### config.mk
export PLATFORM = sky130hd
export DESIGN_NAME = pattern_sequencer
export DESIGN_NICKNAME = d
export VERILOG_FILES = /design/src/rtl/pattern_sequencer.sv
export SDC_FILE = /design/constraint.sdc
export NUM_CORES = 1
export LEC_CHECK = 0
export BUFFER_PORTS_ARGS = -buffer_cell sky130_fd_sc_hd__buf_2
export CAP_MARGIN = 30
export CORE_AREA = 2 2 284 286
export DETAILED_ROUTE_END_ITERATION = 10
export DIE_AREA = 0 0 286 288
export SKIP_CTS_REPAIR_TIMING = 1
export SLEW_MARGIN = 10
export SYNTH_ARGS = -nofsm -noshare
export SYNTH_HDL_FRONTEND = slang
export SYNTH_SLANG_ARGS = --single-unit
### constraint.sdc
create_clock -name clock -period 3 [get_ports clock]
set_input_delay 0.6 -clock clock [delete_from_list [all_inputs] [get_ports clock]]
set_output_delay 0.6 -clock clock [all_outputs]
set_load 0.03 [all_outputs]
### src/rtl/pattern_sequencer.sv
// Pattern sequencer: streams pattern-table entries to a pixel driver, requests a display, then holds.
// Optional freeze/replay of the current frame is compiled in with `define PATTERN_SEQ_FREEZE_EN.
module pattern_sequencer #(
  parameter logic [22:0] HOLD_CYCLES = 23'd5_000_000,
  parameter int unsigned NUM_ENTRIES = 63
) (
  input  logic       clock,
  input  logic       reset,
  input  logic       enable,
  input  logic [4:0] syncedSW,
  input  logic [7:0] color_array [NUM_ENTRIES],
  input  logic [2:0] pixel_array [NUM_ENTRIES],
  input  logic [6:0] max_num_loads,
  output logic       load_valid,
  output logic [2:0] load_pixel,
  output logic [7:0] load_color,
  input  logic       load_ready,
  output logic       disp_valid,
  input  logic       disp_ready,
  output logic [15:0] frame_count,
  output logic       busy
);

  localparam int unsigned IdxW = $clog2(NUM_ENTRIES);
  localparam logic [IdxW-1:0] LastIdx = IdxW'(NUM_ENTRIES - 1);

  typedef enum logic [1:0] {StIdle, StLoad, StDisp, StHold} state_e;

  state_e          state_q, state_d;
  logic [IdxW-1:0] idx_q, idx_d;
  logic [6:0]      cnt_q, cnt_d;
  logic [22:0]     timer_q, timer_d;
  logic [15:0]     fc_q, fc_d;
  logic            pend_q, pend_d;
  logic [2:0]      mode_q, mode_d;
  logic            frame_start;
  logic            mode_change;
  logic [7:0]      cnt_inc;
  logic [6:0]      eff_loads;

`ifdef PATTERN_SEQ_FREEZE_EN
  logic [IdxW-1:0] start_q, start_d;
  logic            unused_sw;
  assign unused_sw = syncedSW[4];
`else
  logic            unused_sw;
  assign unused_sw = ^syncedSW[4:3];
`endif

  assign mode_change = (syncedSW[2:0] != mode_q);
  assign cnt_inc     = {1'b0, cnt_q} + 8'd1;
  assign eff_loads   = (max_num_loads == 7'd0) ? 7'd1 : max_num_loads;

  always_comb begin
    state_d     = state_q;
    idx_d       = idx_q;
    cnt_d       = cnt_q;
    timer_d     = timer_q;
    fc_d        = fc_q;
    mode_d      = syncedSW[2:0];
    pend_d      = pend_q | mode_change;
    frame_start = 1'b0;
`ifdef PATTERN_SEQ_FREEZE_EN
    start_d     = start_q;
`endif
    case (state_q)
      StIdle: begin
        if (enable) begin
          state_d     = StLoad;
          cnt_d       = '0;
          frame_start = 1'b1;
        end
      end
      StLoad: begin
        if (load_ready) begin
          idx_d = (idx_q == LastIdx) ? '0 : idx_q + IdxW'(1);
          cnt_d = cnt_inc[6:0];
          // >= so a mid-frame shrink below the current count ends on the next transfer
          if (cnt_inc >= {1'b0, eff_loads}) state_d = StDisp;
        end
      end
      StDisp: begin
        if (disp_ready) begin
          fc_d    = fc_q + 16'd1;
          timer_d = HOLD_CYCLES - 23'd1;
          state_d = StHold;
        end
      end
      StHold: begin
        if (timer_q == '0) begin
          cnt_d = '0;
`ifdef PATTERN_SEQ_FREEZE_EN
          if (syncedSW[3]) idx_d = start_q;
`endif
          if (enable) begin
            state_d     = StLoad;
            frame_start = 1'b1;
          end else begin
            state_d = StIdle;
          end
        end else begin
          timer_d = timer_q - 23'd1;
        end
      end
      default: state_d = StIdle;
    endcase

    // A pending mode change restarts the table and overrides a freeze restore
    if (frame_start) begin
      if (pend_q) idx_d = '0;
      pend_d = mode_change;
`ifdef PATTERN_SEQ_FREEZE_EN
      start_d = idx_d;
`endif
    end
  end

  always_ff @(posedge clock) begin
    if (reset) begin
      state_q <= StIdle;
      idx_q   <= '0;
      cnt_q   <= '0;
      timer_q <= '0;
      fc_q    <= '0;
      pend_q  <= 1'b0;
      mode_q  <= syncedSW[2:0];
`ifdef PATTERN_SEQ_FREEZE_EN
      start_q <= '0;
`endif
    end else begin
      state_q <= state_d;
      idx_q   <= idx_d;
      cnt_q   <= cnt_d;
      timer_q <= timer_d;
      fc_q    <= fc_d;
      pend_q  <= pend_d;
      mode_q  <= mode_d;
`ifdef PATTERN_SEQ_FREEZE_EN
      start_q <= start_d;
`endif
    end
  end

  assign load_valid  = (state_q == StLoad);
  assign disp_valid  = (state_q == StDisp);
  assign busy        = (state_q != StIdle);
  assign frame_count = fc_q;
  assign load_pixel  = load_valid ? pixel_array[idx_q] : '0;
  assign load_color  = load_valid ? color_array[idx_q] : '0;

endmodule
==> run metrics, run 1 <==
CTS buffer count=9; Post-synth EDFFs=0; hold crit path type=in2reg; core area=79600 sq um; via count=11607; final period utilization=106%; asr flop ratio synth=0%; Worst Path Max Fanout=7; Die Width=286 microns; status=finished with violations; synth unique cells=58; Worst Path Arrival=2570 ps; Achievable Freq=315 MHz; FP Rows=104; Synth Flop Type=dfxtp_1; DRC Markers=0; clock latency on the worst-skew pair=330 ps; DRT Wirelength=69900 microns; Least-Margin Pin Slew=~930 ps; Mapped Nets=between 1500 and 2000; CTS tree=done; Max-cap violations=0; Slew headroom=37.7%; Routed Antenna Nets=0; DR WL/cell=25.3 microns; worst-path cell chain=buf_4 -> buf_12 -> clkbuf_16 -> mux4_2 -> a221oi_2 -> o21ai_1 -> buf_4 -> o2bb2ai_1 -> buf_4; most frequent CP cell=buf_4; die height=288 microns; drt pass-1 iters=5; largest net degree at the start of global routing=46; vias in the first global route=11309; final hold viol count=0; commonest non-fill, non-tap cells in the layout=buf_2, mux4_2, buf_4; leakage=roughly 0.0066 uW; Net count, final=between 2000 and 2500; layout cells sized above 1=66.8%; H-tree Lvls=3; Clock Sink Count=58; VDD IR-drop max=0.319 mV; final setup fails=11; GRT overflow=0; critical-path cell with the highest stage delay=mux4_2; max incr delay on CP=560 ps; pwr/cell area=about 510 nW/um^2; global placement routability congestion=roughly 0.94; 1st-iter DRT viols=858; CP required=approximately 2400 ps; crit path kind=reg2out; CTS Root Cell=clkbuf_16; fin crit period=3170 ps; # IOs=740; vias per cell=4.20; Setup WS post-layout=-170 ps; crit start category=flop; fin. max-slew vios=0; mapped cell area=about 8600 sq um; RSZ-0062 raised after global routing=yes; Avg Inst Size Synth=9.92 sq um; die area=82400 sq um; clk slew on worst S/H paths=roughly 60 ps; Setup TNS=-1320 ps; register bit total from synthesis=58; post-synthesis sequential area ratio=13.6%; Synth Instances=roughly 860; IO Port Bufs=737; area delta synth->final=81.0%; Place WS=-141 ps; clk buf depth=2; initial antenna violation count=56; post-route insts no fill=2763; commonest non-fill, non-tap cell in the layout=buf_2; HPWL Detailed=60500 microns; clk_skew=around 8.3 ps; starting utilization of the core area=10.8%; GRT Util Overall=15.5%; YS warnings=0; placed insts=2682; global-route wire length before repair=87900 microns; worst path bufs/invs=5; failing checks=negative setup slack; Top delay family on crit path=buffers and inverters; Critical Path Sink Type=output port
## synthesized netlist by cell type, drive strengths merged (6+ instances only)
library cell / instances / area, sq um
and3: 6 / 37.5
mux2: 11 / 124
nor2: 62 / 233
a31oi: 16 / 100
inv: 18 / 67.6
nand2: 79 / 297
nor4: 9 / 71.3
nor2b: 9 / 56.3
clkbuf: 43 / 161
a21oi: 40 / 200
o22ai: 13 / 81.3
nand3: 30 / 150
xor2: 26 / 228
dfxtp: 58 / 1160
o221ai: 9 / 78.8
mux4: 145 / 3270
o2bb2ai: 7 / 61.3
a221oi: 21 / 190
buf: 38 / 174
ha: 17 / 213
xnor2: 20 / 175
and2: 6 / 37.5
o21ai: 35 / 175
mux2i: 61 / 611
nand4: 8 / 56.3
nand2b: 10 / 62.6
a22oi: 11 / 82.6
nor3: 9 / 45.0
## state kept, by name, summed over array words and instances, names as in the netlist
register,count
mode_q,3
cnt_q,7
timer_q,23
pend_q,1
state_q,2
frame_count,16
idx_q,6
## power by group
part / internal (uW) / switching, uW
clock network: 819 / 414
logic: 2740 / 2810
registers: 922 / 159
## through the flow
| stage | power (uW) | instance area [sq um] | util (%) | hold WS (ps) |
|---|---|---|---|---|
| finish | 7860 | 15500 | 19.5 | 389 |
| detailed placement | 6160 | 14300 | 17.9 | 496 |
| global route | 8400 | 15500 | 19.4 | 375 |
| floorplan | 3970 | 8570 | - | 466 |
| CTS | 7440 | 14600 | 18.4 | 378 |
| global placement | 6120 | 14300 | 17.9 | 479 |
## final cells by class
type | instances | area, sq um
Clock inverter | 7 | 125
Inverter | 20 | 82.6
Tap cell | 1060 | 1330
Clock buffer | 9 | 225
Fill cell | 8918 | 64100
Antenna cell | 24 | 60.1
Multi-Input combinational cell | 704 | 7280
Timing Repair Buffer | 881 | 5220
Sequential cell | 58 | 1170
## per-layer routing
metal	track usage, %	routed length (microns)	vias up
met4	4.53	1930	40
met1	18.6	26800	5655
met3	5.18	6830	126
li1	-	-	5109
met2	26.1	34000	677
met5	0	253	-
## cells by family (layout without fill, tap and decap cells)
group | after synthesis | in the layout | share of synthesized area [%]
buf+inv | 101 | 917 | 4.79
compound gates | 177 | 177 | 13.9
other cells | 0 | 24 | 0
mux | 217 | 217 | 46.7
xor+xnor | 46 | 46 | 4.70
fa+ha+maj | 17 | 17 | 2.48
flops | 58 | 58 | 13.6
simple gates | 247 | 247 | 13.9
## final timing paths
kind	slack, ps	depth (start not counted)	to	from
setup / recovery	-170	9	load_color[5]	idx_q[0]
hold / removal	390	1	mode_q[2]	syncedSW[2]
setup reg to reg	360	10	state_q[0]	cnt_q[1]
hold reg to reg	500	2	frame_count[1]	frame_count[1]
Power figures use the tool's default switching activity.
==> run 2, diff against run 1 <==
--- a/config.mk
+++ b/config.mk
@@ -10,6 +10,7 @@
 export CORE_AREA = 2 2 284 286
 export DETAILED_ROUTE_END_ITERATION = 10
 export DIE_AREA = 0 0 286 288
+export GPL_TIMING_DRIVEN = 0
 export SKIP_CTS_REPAIR_TIMING = 1
 export SLEW_MARGIN = 10
 export SYNTH_ARGS = -nofsm -noshare
==> run 2 against run 1 <==
The flow still finishes with violations (negative setup slack); utilization grew 1.3 points; die area is the same; combinational power grew 17%; critical endpoint is now load_pixel[0]; total power grew 12%; routed wire length grew 22%; flip-flop and latch count is the same; fmax shrank 0.57%; first-iteration DRC count grew 7.2%.
==> run metrics, run 2 (same netlist as run 1, synthesis figures left out) <==
post-layout util=20.7% (+1.3 points); via count=12084 (+4.1%); Reg2Reg Depth=10 (unchanged); Top delay family on crit path=buffers and inverters; clk slew on worst S/H paths=60 ps (about the same); status=finished with violations; fin crit period=3190 ps (+18.2 ps); most frequent CP cell=buf_12; fillers=8855 (-0.71%); pwr/cell area=532 nW/um^2 (+5.0%); Achievable Freq=314 MHz (-0.57%); layout cells sized above 1=70.0% (+3.2 points); die area=82400 sq um (unchanged); RSZ-0062 raised after global routing=yes; CP required=2400 ps (about the same); GRT Util Overall=19.1% (+3.6 points); Max-cap violations=0 (unchanged); Setup WS post-layout=-188 ps (-18.2 ps); Switch Pwr=4000 uW (+18%); max reg flops=23 (unchanged); footprint of the multi-input gates=7890 sq um (+8.3%); FF-to-FF End=state_q[0]; clock latency on the worst-skew pair=330 ps (about the same); clock group share of total power=13.9% (-1.8 points); IO Port Bufs=736 (-0.14%); Storage cell area=1170 sq um (-0.21%); commonest non-fill, non-tap cell in the layout=buf_2; clk buf depth=2 (unchanged); Slew headroom=44.2% (+6.5 points); crit path kind=reg2out; vias in the first global route=11345 (+0.32%); commonest non-fill, non-tap cells in the layout=buf_2, mux4_2, nand2_1; CTS tree=done; Routed Antenna Nets=0 (unchanged); Hold Crit Depth=1 (unchanged); area delta synth->final=92.8%; failing checks=negative setup slack; drt pass-1 iters=6 (+1); worst-path cell chain=buf_8 -> buf_12 -> buf_16 -> buf_12 -> buf_12 -> mux4_2 -> a221oi_2 -> o21ai_1 -> nand3_2 -> o41ai_4 -> buf_6; Die Width=286 microns (unchanged); HPWL Detailed=73000 microns (+21%); global placement routability congestion=0.960 (+2.0%); H-tree Lvls=3 (unchanged); Critical Path Sink Type=output port; FP Rows=104 (unchanged); largest net degree at the start of global routing=13 (-72%); DRC Markers=0 (unchanged); 1st-iter DRT viols=920 (+7.2%); final period utilization=106% (+0.61 points); final hold viol count=0 (unchanged); reg2reg setup slack=290 ps (-70 ps); critical-path cell with the highest stage delay=mux4_2; starting utilization of the core area=10.8% (unchanged); Flop pwr share=12.3% (-1.5 points); HP Start=syncedSW[1]; clk_skew=6.27 ps (-2.03 ps); Net count, final=2411 (+0.42%); Clock Sink Count=58 (unchanged); final setup fails=11 (unchanged); max incr delay on CP=390 ps (-170 ps); Worst Path Arrival=2590 ps (+20 ps); post-route cell area=16500 sq um (+6.5%); initial antenna violation count=58 (+3.6%); worst r2r src=cnt_q[0]; CTS buffer count=9 (unchanged); worst path bufs/invs=6 (+1); Worst Hold End=mode_q[1]; CTS Root Cell=clkbuf_16; cell area after placement=13800 sq um (-3.0%); Worst Path Max Fanout=7 (unchanged); fin. max-slew vios=0 (unchanged); most flop-heavy register=timer_q; hold crit path type=in2reg; Least-Margin Pin Slew=838 ps (-92.6 ps); global-route wire length before repair=103000 microns (+18%); core area=79600 sq um (unchanged); # IOs=740 (unchanged); Switching Share=45.5% (+2.5 points); DR WL/cell=30.7 microns (+21%); VDD IR-drop max=0.349 mV (+9.5%); P_int=4790 uW (+6.9%); Combinational Power Share=73.8% (+3.2 points); crit start category=flop; die height=288 microns (unchanged); GRT overflow=0 (unchanged); DRT Wirelength=84900 microns (+22%); vias per cell=4.37 (+4.0%); leakage=0.00682 uW (+3.3%)
-- run 2: cell type report --
class                           instances  area share, %
Multi-Input combinational cell        704           47.8
Tap cell                             1060           8.03
Timing Repair Buffer                  814           28.4
Inverter                               20          0.500
Sequential cell                        58           7.09
Clock inverter                          7          0.758
Clock buffer                            9           1.36
Antenna cell                           18          0.273
Buffer                                 77           5.78
-- run 2: metrics by stage --
stage | total power, uW | hold WS (ps) | setup TNS [ps] | cells | worst slack (ps)
after global routing | 9260 | 390 | -2450 | 2762 | -255
after CTS | 7550 | 380 | -28910 | 2691 | -2460
after global placement | 6170 | 483 | -37590 | 2659 | -2980
final | 8790 | 398 | -1600 | 2767 | -188
after floorplan | 3970 | 466 | 0 | 863 | 49.9
after detailed placement | 6290 | 490 | -24760 | 2675 | -2090
-- run 2: worst max path at each step --
stage	startpoint	to	slack, ps	cells after the start
3_3_place_gp	idx_q[2]	load_pixel[2]	-2980	9
3_5_place_dp	idx_q[0]	load_pixel[2]	-2090	9
5_1_grt	idx_q[0]	load_pixel[1]	-250	12
4_1_cts	idx_q[0]	load_pixel[2]	-2460	9
2_1_floorplan	idx_q[0]	load_pixel[0]	50	8
6_report	idx_q[1]	load_pixel[0]	-190	11
-- run 2: metal layers --
metal  global-route usage (%)  up-vias  wire length [microns]
li1                         -     5136                      -
met3                     5.27      160                   7700
met5                    0.698        -                    183
met4                     5.31       32                   2800
met1                     23.3     5935                  33100
met2                     32.6      821                  41200
-- run 2: power by group through the flow --
| stage | Clock, uW | Sequential [uW] | Combinational, uW |
|---|---|---|---|
| after floorplan | 0 | 1060 | 2910 |
| after global placement | 0 | 1080 | 5090 |
| after detailed placement | 0 | 1090 | 5200 |
| after CTS | 1260 | 1070 | 5220 |
| after global routing | 1280 | 1100 | 6870 |
| final | 1220 | 1080 | 6490 |
==> run 3, diff against run 2 <==
--- a/config.mk
+++ b/config.mk
@@ -7,10 +7,11 @@
 export LEC_CHECK = 0
 export BUFFER_PORTS_ARGS = -buffer_cell sky130_fd_sc_hd__buf_2
 export CAP_MARGIN = 30
-export CORE_AREA = 2 2 284 286
+export CORE_AREA = 5 5 287 289
 export DETAILED_ROUTE_END_ITERATION = 10
-export DIE_AREA = 0 0 286 288
+export DIE_AREA = 0 0 292 294
 export GPL_TIMING_DRIVEN = 0
+export PLACE_DENSITY_LB_ADDON = 0.12
 export SKIP_CTS_REPAIR_TIMING = 1
 export SLEW_MARGIN = 10
 export SYNTH_ARGS = -nofsm -noshare
==> run 3 against run 2 <==
The run still ends with negative setup slack left; critical path depth shrank 2; combinational power decreased by 9.6%; cell count decreased by 1.2%; flip-flop and latch count unchanged; total power decreased by 9.0%; sequential share of layout area grew 0.37 points; largest power group unchanged; highest routed layer unchanged.
==> run metrics, run 3 (same netlist as run 1, synthesis figures left out) <==
status=finished with violations; failing checks=negative setup slack; post-route insts no fill=2734 (-1.2%); GRT overflow=0 (unchanged); commonest non-fill, non-tap cells in the layout=buf_2, mux4_2, nand2_1; worst-path cell chain=buf_6 -> buf_12 -> clkbuf_16 -> buf_4 -> mux4_2 -> a221oi_1 -> o21ai_2 -> a21o_1 -> clkbuf_4; clock group share of total power=13.2% (-0.7 points); HPWL Detailed=71000 microns (-2.8%); area delta synth->final=82.9%; DRT Wirelength=80600 microns (-5.1%); CP required=2400 ps (about the same); placed insts=2674 (-0.037%); RSZ-0062 raised after global routing=yes; Slew headroom=36.6% (-7.5 points); DR WL/cell=29.5 microns (-4.0%); clk buf depth=2 (unchanged); CTS tree=done; crit start category=flop; fin crit period=3240 ps (+55.0 ps); final setup fails=11 (unchanged); DRC Markers=0 (unchanged); post-layout util=19.7% (-1.1 points); # IOs=740 (unchanged); GRT Util Overall=17.5% (-1.5 points); H-tree Lvls=3 (unchanged); final period utilization=108% (+1.8 points); Flop pwr share=13.4% (+1.1 points); fin. max-slew vios=0 (unchanged); CTS Root Cell=clkbuf_16; Critical Path Sink Type=output port; Achievable Freq=308 MHz (-1.7%); Worst Path Arrival=2640 ps (+50 ps); clock latency on the worst-skew pair=330 ps (about the same); initial antenna violation count=22 (-62%); 1st-iter DRT viols=546 (-41%); leakage=0.00654 uW (-4.2%); die height=294 microns (+2.1%); P_int=4320 uW (-9.9%); Top delay family on crit path=buffers and inverters; Least-Margin Pin Slew=927 ps (+88.9 ps); worst hold slack=395 ps (-2.59 ps); vias in the first global route=12213 (+7.7%); max incr delay on CP=500 ps (+110 ps); Routed Antenna Nets=0 (unchanged); core area=79600 sq um (unchanged); most flop-heavy register=timer_q; worst path bufs/invs=5 (-1); Die Width=292 microns (+2.1%); die area=85800 sq um (+4.2%); Max-cap violations=0 (unchanged); Switch Pwr=3690 uW (-7.9%); vias per cell=4.11 (-5.8%); largest net degree at the start of global routing=11 (-2); layout cells sized above 1=67.9% (-2.1 points); CTS buffer count=9 (unchanged); drt pass-1 iters=5 (-1); Worst Path Max Fanout=8 (+1); clk_skew=11.2 ps (+4.93 ps); hold crit path type=in2reg; starting utilization of the core area=10.8% (unchanged); FP Rows=104 (unchanged); pwr/cell area=511 nW/um^2 (-4.1%); Hold Crit Depth=1 (unchanged); VDD IR-drop max=0.280 mV (-20%); Net count, final=2391 (-0.83%); max reg flops=23 (unchanged); global-route wire length before repair=105000 microns (+1.2%); Combinational Power Share=73.3% (-0.5 points); IO Port Bufs=736 (unchanged); crit path kind=reg2out; final hold viol count=0 (unchanged); Switching Share=46.1% (+0.54 points); critical-path cell with the highest stage delay=mux4_2; commonest non-fill, non-tap cell in the layout=buf_2; Place WS=-2240 ps (-151 ps); clk slew on worst S/H paths=60 ps (about the same); Clock Sink Count=58 (unchanged); global placement routability congestion=0.892 (-7.0%); Setup WS post-layout=-243 ps (-55.0 ps); Reg2Reg Depth=8 (-2); via count=11250 (-6.9%); cell depth of the worst setup path=9 (-2)
[run 3: cell count changes in the layout (fill, tap and decap cells not counted), sizes merged]
cell | previous run | this run
clkbuf | 44 | 48
diode | 18 | 5
inv | 19 | 18
bufinv | 3 | 1
buf | 856 | 837
clkinv | 3 | 2
clkinvlp | 2 | 1
[run 3: power by group through the flow]
stage          Combinational [uW]  Sequential [uW]  Clock, uW
2_1_floorplan                2910             1060          0
3_5_place_dp                 5130             1090          0
6_report                     5870             1080       1060
5_1_grt                      6300             1100       1130
3_3_place_gp                 5070             1080          0
4_1_cts                      5150             1070       1090
[run 3: layout make-up]
cell class,count,area (sq um)
diodes,5,12.5
plain buffers,76,852
clock buffers,14,264
clock inverters,2,35.0
fillers,9026,64000
inverters,20,78.8
multi-input cells,704,7610
flip-flops and latches,58,1170
well taps,1060,1330
repair buffers,795,4320
[run 3: routing by layer]
layer | vias up | track usage, % | share of wire [%]
li1 | 5076 | - | -
met1 | 5631 | 21.5 | 39
met2 | 476 | 33.1 | 54
met3 | 59 | 2.96 | 5.4
met4 | 8 | 1.82 | 1.5
met5 | - | 0 | 0.043
[run 3: final timing paths]
kind,start,to,slack (ps)
setup / recovery,idx_q[0],load_color[7],-240
hold / removal,syncedSW[2],mode_q[2],400
setup reg to reg,timer_q[0],state_q[0],250
hold reg to reg,timer_q[2],timer_q[2],500
[run 3: through the flow]
stage          setup TNS, ps  area (sq um)  total power [uW]
5_1_grt                -3100         15700              8530
6_report               -1970         15700              8000
2_1_floorplan              0          8570              3970
3_3_place_gp          -29460         13600              6150
3_5_place_dp          -21980         13800              6210
4_1_cts               -26150         14100              7310
